==> src/rtl/axi_sync_ctrl.sv <==
// axi_sync_ctrl: lock-step release of SIZE AXI-Stream ports with
// misalignment flush. Optional stall watchdog: AXI_SYNC_CTRL_WATCHDOG_EN.
module axi_sync_ctrl #(
  parameter int SIZE    = 2,
  parameter int WIDTH   = 32,
  parameter int TIMEOUT = 1024,
  parameter int CNT_W   = 16
) (
  input  logic                  clk,
  input  logic                  reset,
  input  logic                  clear,
  input  logic [SIZE*WIDTH-1:0] i_tdata,
  input  logic [SIZE-1:0]       i_tlast,
  input  logic [SIZE-1:0]       i_tvalid,
  output logic [SIZE-1:0]       i_tready,
  output logic [SIZE*WIDTH-1:0] o_tdata,
  output logic [SIZE-1:0]       o_tlast,
  output logic [SIZE-1:0]       o_tvalid,
  input  logic [SIZE-1:0]       o_tready,
  output logic [CNT_W-1:0]      misalign_cnt,
  output logic                  stall
);

  typedef enum logic {
    S_RUN   = 1'b0,
    S_FLUSH = 1'b1
  } state_t;

  state_t r_state;
  state_t w_state_nxt;

  logic [SIZE-1:0]  r_done;
  logic [SIZE-1:0]  w_done_nxt;
  logic [SIZE-1:0]  w_flush_acc;
  logic [CNT_W-1:0] r_mis_cnt;
  logic             w_rst;
  logic             w_run;
  logic             w_all_v;
  logic             w_all_r;
  logic             w_match;
  logic             w_release;
  logic             w_misalign;

  assign w_rst   = reset | clear;
  assign w_run   = (r_state == S_RUN);
  assign w_all_v = &i_tvalid;
  assign w_all_r = &o_tready;
  // A single port always matches itself, so FLUSH is never entered.
  assign w_match = (~|i_tlast) | (&i_tlast);

  assign w_release  = w_all_v & w_all_r & w_match;
  assign w_misalign = w_run & w_all_v & ~w_match;

  // Data and framing are wires; only the handshakes are gated.
  assign o_tdata = i_tdata;
  assign o_tlast = i_tlast;

  // Done flags as they will be after this cycle's flush acceptances.
  assign w_flush_acc = i_tvalid & ~r_done;
  assign w_done_nxt  = r_done | (w_flush_acc & i_tlast);

  assign misalign_cnt = r_mis_cnt;

  // State register.
  always_ff @(posedge clk) begin
    if (w_rst) begin
      r_state <= S_RUN;
    end else begin
      r_state <= w_state_nxt;
    end
  end

  // Next state: leave FLUSH once every port has seen its packet end.
  always_comb begin
    w_state_nxt = r_state;
    unique case (r_state)
      S_RUN:   if (w_misalign) w_state_nxt = S_FLUSH;
      S_FLUSH: if (&w_done_nxt) w_state_nxt = S_RUN;
      default: w_state_nxt = S_RUN;
    endcase
  end

  // Handshake outputs; both forced low during reset/clear.
  always_comb begin
    o_tvalid = '0;
    i_tready = '0;
    if (!w_rst) begin
      unique case (r_state)
        S_RUN: begin
          o_tvalid = {SIZE{w_release}};
          i_tready = {SIZE{w_release}};
        end
        S_FLUSH: i_tready = ~r_done;
        default: ;
      endcase
    end
  end

  // Per-port end-of-packet flags, cleared on flush entry.
  always_ff @(posedge clk) begin
    if (w_rst || w_misalign) begin
      r_done <= '0;
    end else if (r_state == S_FLUSH) begin
      r_done <= w_done_nxt;
    end
  end

  // Saturating misalignment counter.
  always_ff @(posedge clk) begin
    if (w_rst) begin
      r_mis_cnt <= '0;
    end else if (w_misalign && (r_mis_cnt != '1)) begin
      r_mis_cnt <= r_mis_cnt + 1'b1;
    end
  end

  if (TIMEOUT < 2) begin : g_bad_timeout
    $error("axi_sync_ctrl: TIMEOUT must be >= 2");
  end

`ifdef AXI_SYNC_CTRL_WATCHDOG_EN
  localparam int WD_W = $clog2(TIMEOUT + 1);
  localparam logic [WD_W-1:0] WD_MAX  = WD_W'(TIMEOUT);
  localparam logic [WD_W-1:0] WD_LAST = WD_W'(TIMEOUT - 1);

  logic [WD_W-1:0] r_wd;
  logic            r_stall;
  logic            w_wd_inc;

  // Only a partial set of valids counts; backpressure does not.
  assign w_wd_inc = w_run & (|i_tvalid) & ~w_all_v;
  assign stall    = r_stall;

  // Watchdog counter (held at TIMEOUT) and sticky stall flag.
  always_ff @(posedge clk) begin
    if (w_rst) begin
      r_wd    <= '0;
      r_stall <= 1'b0;
    end else if (w_wd_inc) begin
      if (r_wd != WD_MAX) r_wd <= r_wd + 1'b1;
      if (r_wd == WD_LAST) r_stall <= 1'b1;
    end else begin
      r_wd <= '0;
    end
  end
`else
  assign stall = 1'b0;
`endif

endmodule

==> config.mk <==
export PLATFORM = sky130hd
export DESIGN_NAME = axi_sync_ctrl
export DESIGN_NICKNAME = d
export VERILOG_FILES = /design/src/rtl/axi_sync_ctrl.sv
export SDC_FILE = /design/constraint.sdc
export NUM_CORES = 1
export LEC_CHECK = 0
export ABC_AREA = 0
export BUFFER_PORTS_ARGS = -buffer_cell sky130_fd_sc_hd__buf_2
export CORE_MARGIN = 2
export CORE_UTILIZATION = 36
export CTS_CLUSTER_SIZE = 12
export DETAILED_ROUTE_END_ITERATION = 10
export MAX_ROUTING_LAYER = met4
export PLACE_DENSITY = 0.81
export SYNTH_ARGS = -nofsm -noshare
export SYNTH_HDL_FRONTEND = slang
export SYNTH_SLANG_ARGS = --single-unit
export TNS_END_PERCENT = 5
==> constraint.sdc <==
create_clock -name clk -period 2.1 [get_ports clk]
set_clock_uncertainty 0.1 [all_clocks]
set_input_delay 0.42 -clock clk [delete_from_list [all_inputs] [get_ports clk]]
set_output_delay 0.42 -clock clk [all_outputs]
set_load 0.1 [all_outputs]
== Word-level counts from Yosys, hierarchy flattened ==
Cells that the tools add are included.
Word-level totals
  register bits: 19
  bits of input ports: 73
  logic and storage cells: 32
Operators by class
  $add $sub $neg: 1
  muxes and demuxes: 7
  bitwise gates (word level): 12
  reductions and logical operators: 8
  equality and inequality tests: 1
Operator list (count)
  $add 16x1->16 const B: 1
  $ne 16x16->1 const B: 1
  $reduce_and 2->1: 4
  $mux 2: 3
  $and 1x1->1: 4
  $and 2x2->2: 2
  $pmux 2 s2: 1
  $mux 1: 2
  $not 1->1: 2
  $not 2->2: 1
  $or 1x1->1: 2
  $or 2x2->2: 1
  $pmux 1 s2: 1
  $reduce_or 2->1: 1
  $logic_and 1x1->1: 1
  $logic_not 1->1: 1
  $logic_or 1x1->1: 1

== Logic depth before layout (Yosys ltp) ==
  depth after elaboration: 7
  mapped depth: 6
  gate-level depth less buffers: 5

== Worst setup path after synthesis ==
No wires, ideal clock.
  path type: input to output
  from: in clear
  to: out o_tvalid[1]
  cell stages on the path: 5
  arrival: 2.852 ns
  setup slack: -1.272 ns
  path through: or2_2 clkbuf_1 clkbuf_1 nor2_1 buf_4
Between the ends
  word-level cells in the longest chain between the ends: 2
RTL lines
  start: declaration: RTL line 11  | input logic clear,
  $or 1x1->1: RTL line 44  | assign w_rst = reset | clear;
  $mux 2: RTL line 87  | if (!w_rst) begin
  end: declaration: RTL line 18  | output logic [SIZE-1:0] o_tvalid,
Every way passes these cells.

== Final worst setup path ==
  from: reg r_state
  to: out o_tvalid[1]
Between the ends
  word-level cells in the longest chain between the ends: 2
RTL lines
  start: declaration: RTL line 29  | state_t r_state;
  start signal: assignment: RTL line 69  | r_state <= w_state_nxt;
  $mux 2: RTL line 88  | unique case (r_state)
  $mux 2: RTL line 87
Every way passes these cells.

==> run summary <==
The flow ran to the end, and the final reports show no timing, DRC or antenna violations. Across the whole layout, storage elements account for 384 sq um. For the worst setup path, the data arrival time is 1.48 ns. The first-pass detailed-route iteration total is 4. The cell family contributing the most delay on the critical path is simple AND/OR/NAND/NOR gates. Counting every net in the synthesized netlist gives 270. The tree is rooted in a clkbuf_8. Setup repair after global routing left no endpoint under its margin. Normalized max-slew margin: 59.4%.

The synthesized netlist contains 45 unique library cells. From left edge to right edge, the die measures 70.2 um. The total overflow left after global routing is 0. STA classifies the critical path startpoint as a flop. The fraction of post-synthesis cell area in the top cell type by area was 32.8%; the area occupied by multi-input gates was 698 sq um.

The critical path contains buffers and inverters numbering 2 combined. The clock-pin transition on the worst setup and hold timing paths was 0.08 ns; the via density per instance was 5.61. The worst hold path belongs to the class input port to flop.

The number of buffers inserted by hold repair at cts was 0. Cells fill 34.0% of the core in the end. The critical path is of the flop to output port type. The HPWL after detailed placement is 2390 um. Leading register cell type out of synthesis: dfxtp_1. For the number of DRC markers in iteration 0, the log shows 39.

Fill cells in the final layout number 461. The cell area that synthesis handed to floorplanning was 1580 sq um. TritonCTS built the clock tree. The number of antenna diodes in the final layout is 0. The run gives 0.556 nW as the static leakage. Walking the worst path, the cells encountered are and3b_2, nand4_1, buf_4, nor2_4, buf_12.

The worst path needs 2.00 ns of the cycle, external delays included. The synthesized design contains 0 enable-type register cells. For the pin with the worst max-slew slack, the measured transition is 0.607 ns. The later pin in the worst-skew pair is clocked with a latency of 0.26 ns. The number of port buffers was 30.

Setup violations remaining at the end of the flow were counted as 0. Relative to the synthesized area, the layout overhead comes to -7.53%. The die area was 4930 sq um; the final critical-path share of the clock period was 95.2%. The run gives 160 as the top-level I/O count. In the final routed layout, each cell accounts on average for 14.9 um. The cell with the largest stage delay on the worst path was dfxtp_2. Commonest non-fill, non-tap cell in the layout: buf_2. The stage delay of the slowest cell on the critical path is 0.35 ns, and the number of antenna violations at the first check in global routing is 0. Setup slack closes at 0.101 ns. For the maximum clock frequency, the log shows 500 MHz.

In the layout the commonest cells are 26 x buf_2, 16 x dfxtp_1, 13 x nand2_1, 10 x a21oi_1, 8 x nor3_1. The logs give 24 for the floorplan row count and 0.147 ns for the worst-case setup slack after placement. The final antenna-violating net count was 0; the required time at the worst-slack endpoint was 1.58 ns.

In the routed design, unresolved DRC markers number 0. Cells with a size suffix above 1 make up 33.5% of the layout. For the starting density of the core, the log shows 36.8%. The final layout contains 239 nets. In this run the worst path has a maximum fanout of 7. Detailed routing inserted a total of 1212 vias. The tools report the post-route total power as 0.717 mW. The tools report the final count of hold timing violations as 0. The worst setup path is captured at an output port. After routing, the total negative slack on setup checks comes to 0 ns. Yosys printed 0 warnings.

Final hold analysis gives a worst-case slack of 0.356 ns. The number of global-route vias before repair was 1132; the proportion of register bits with asynchronous set or reset after synthesis was 0%. After synthesis, flip-flops and latches occupy 24.1% of the total area. The synthesized design contains 19 register bits. Entering global routing, the biggest net connects 12 pins. Synthesis handed over a netlist of 196 instances. The CTS sink count was 19; the final weighted congestion in routability-driven placement was 0.821.

Max-cap violations in this run came to 0. Summed over all layers, the routed wires come to 3220 um. For this run, the total global-route usage over all layers was measured as 13.4%. Number of levels in the clock H-tree: 1. Yosys attributes the largest share of cell area to buf_4 33%, dfxtp_1 24%, a21oi_1 3.8%. The ratio of total power to cell area is 491 nW/um^2. The worst-case IR drop observed on VDD is 167 uV.

In this run, CTS created clock tree buffers numbering 3. The floorplan step defined a core boundary enclosing 4290 sq um. Counting along the longest clock path gives a buffer depth of 2. The average cell area after synthesis works out to 8.06 sq um.

Summed over all instances, the cell type with the most area after synthesis is buf_4. Height of the die: 70.2 um. The logs give 0 for the number of max-slew violations in the final report and 5350 um for the wire length of the first global-routing pass.
sequential cells by signal (all words and copies together), names as in the netlist:
| signal | count |
|---|---|
| r_state | 1 |
| misalign_cnt | 16 |
| r_done | 2 |
cells in the mapped netlist, types with 2 or more instances:
library cell	n
or4_1	3
nor2_1	4
or3_1	4
mux2i_1	3
nand3_1	6
and3_1	3
a31oi_1	4
buf_4	69
nor4_1	4
nand4_1	4
nand2b_1	2
o31ai_1	2
a21oi_1	12
nor3_1	8
o21ai_0	5
clkbuf_1	2
dfxtp_1	19
nand3b_1	2
nand2_1	13
buf_2	2
worst paths after layout:
kind                           startpoint                            end  slack, ns  cells after the start
max reg2reg  misalign_cnt[0]$_SDFFE_PN0P_  misalign_cnt[11]$_SDFFE_PN0P_       0.30                      6
min reg2reg  misalign_cnt[1]$_SDFFE_PN0P_   misalign_cnt[1]$_SDFFE_PN0P_       0.39                      2
min                                 reset  misalign_cnt[13]$_SDFFE_PN0P_       0.36                      3
max                    r_state$_SDFF_PN0_                    o_tvalid[1]       0.10                      5
timing repair:
item	4_1_cts	5_1_grt
endpoints found under the hold margin	0	0
endpoints found under the setup margin	0	4
buffers inserted	0	1
gates resized for setup	0	1
power by group:
part           internal [mW]  switching, mW
Combinational         0.0278         0.0697
Clock                  0.132          0.124
Sequential             0.361        0.00172
stage by stage:
step                area (sq um)  std cells
floorplan                   1640        196
global placement            1410        211
detailed placement          1410        211
CTS                         1450        215
global route                1460        216
finish                      1460        216
worst register-to-register path: stages (launching register included):
cell     delay, ns
dfxtp_2       0.35
ha_1          0.25
nand3_1       0.17
nor4_2        0.08
buf_4         0.16
or4_1         0.46
a21oi_1       0.16
metal layers:
layer	GRT usage [%]	vias to the layer above	wire length (um)
met5	-	-	0
met4	6.84	0	85
met3	3.46	20	295
met2	20.1	58	1470
met1	16.4	564	1370
li1	-	570	-
area by class of cell:
type | count | share of cell area (%)
Multi-Input combinational cell | 103 | 47.8
Sequential cell | 19 | 26.3
Timing Repair Buffer | 37 | 18.0
Tap cell | 52 | 4.46
Clock buffer | 3 | 2.83
Clock inverter | 1 | 0.343
Inverter | 1 | 0.257
cell families after synthesis:
family | after synthesis | share of synthesized area, %
AO/OA/AOI/OAI | 31 | 12.3
XOR/XNOR | 2 | 1.59
adder cells (fa/ha/maj) | 1 | 0.792
buffers and inverters | 74 | 34.2
flip-flops | 19 | 24.1
multiplexers | 3 | 1.90
other | 1 | 0.237
AND/OR/NAND/NOR | 65 | 25.0
Power figures use the tool's default switching activity.
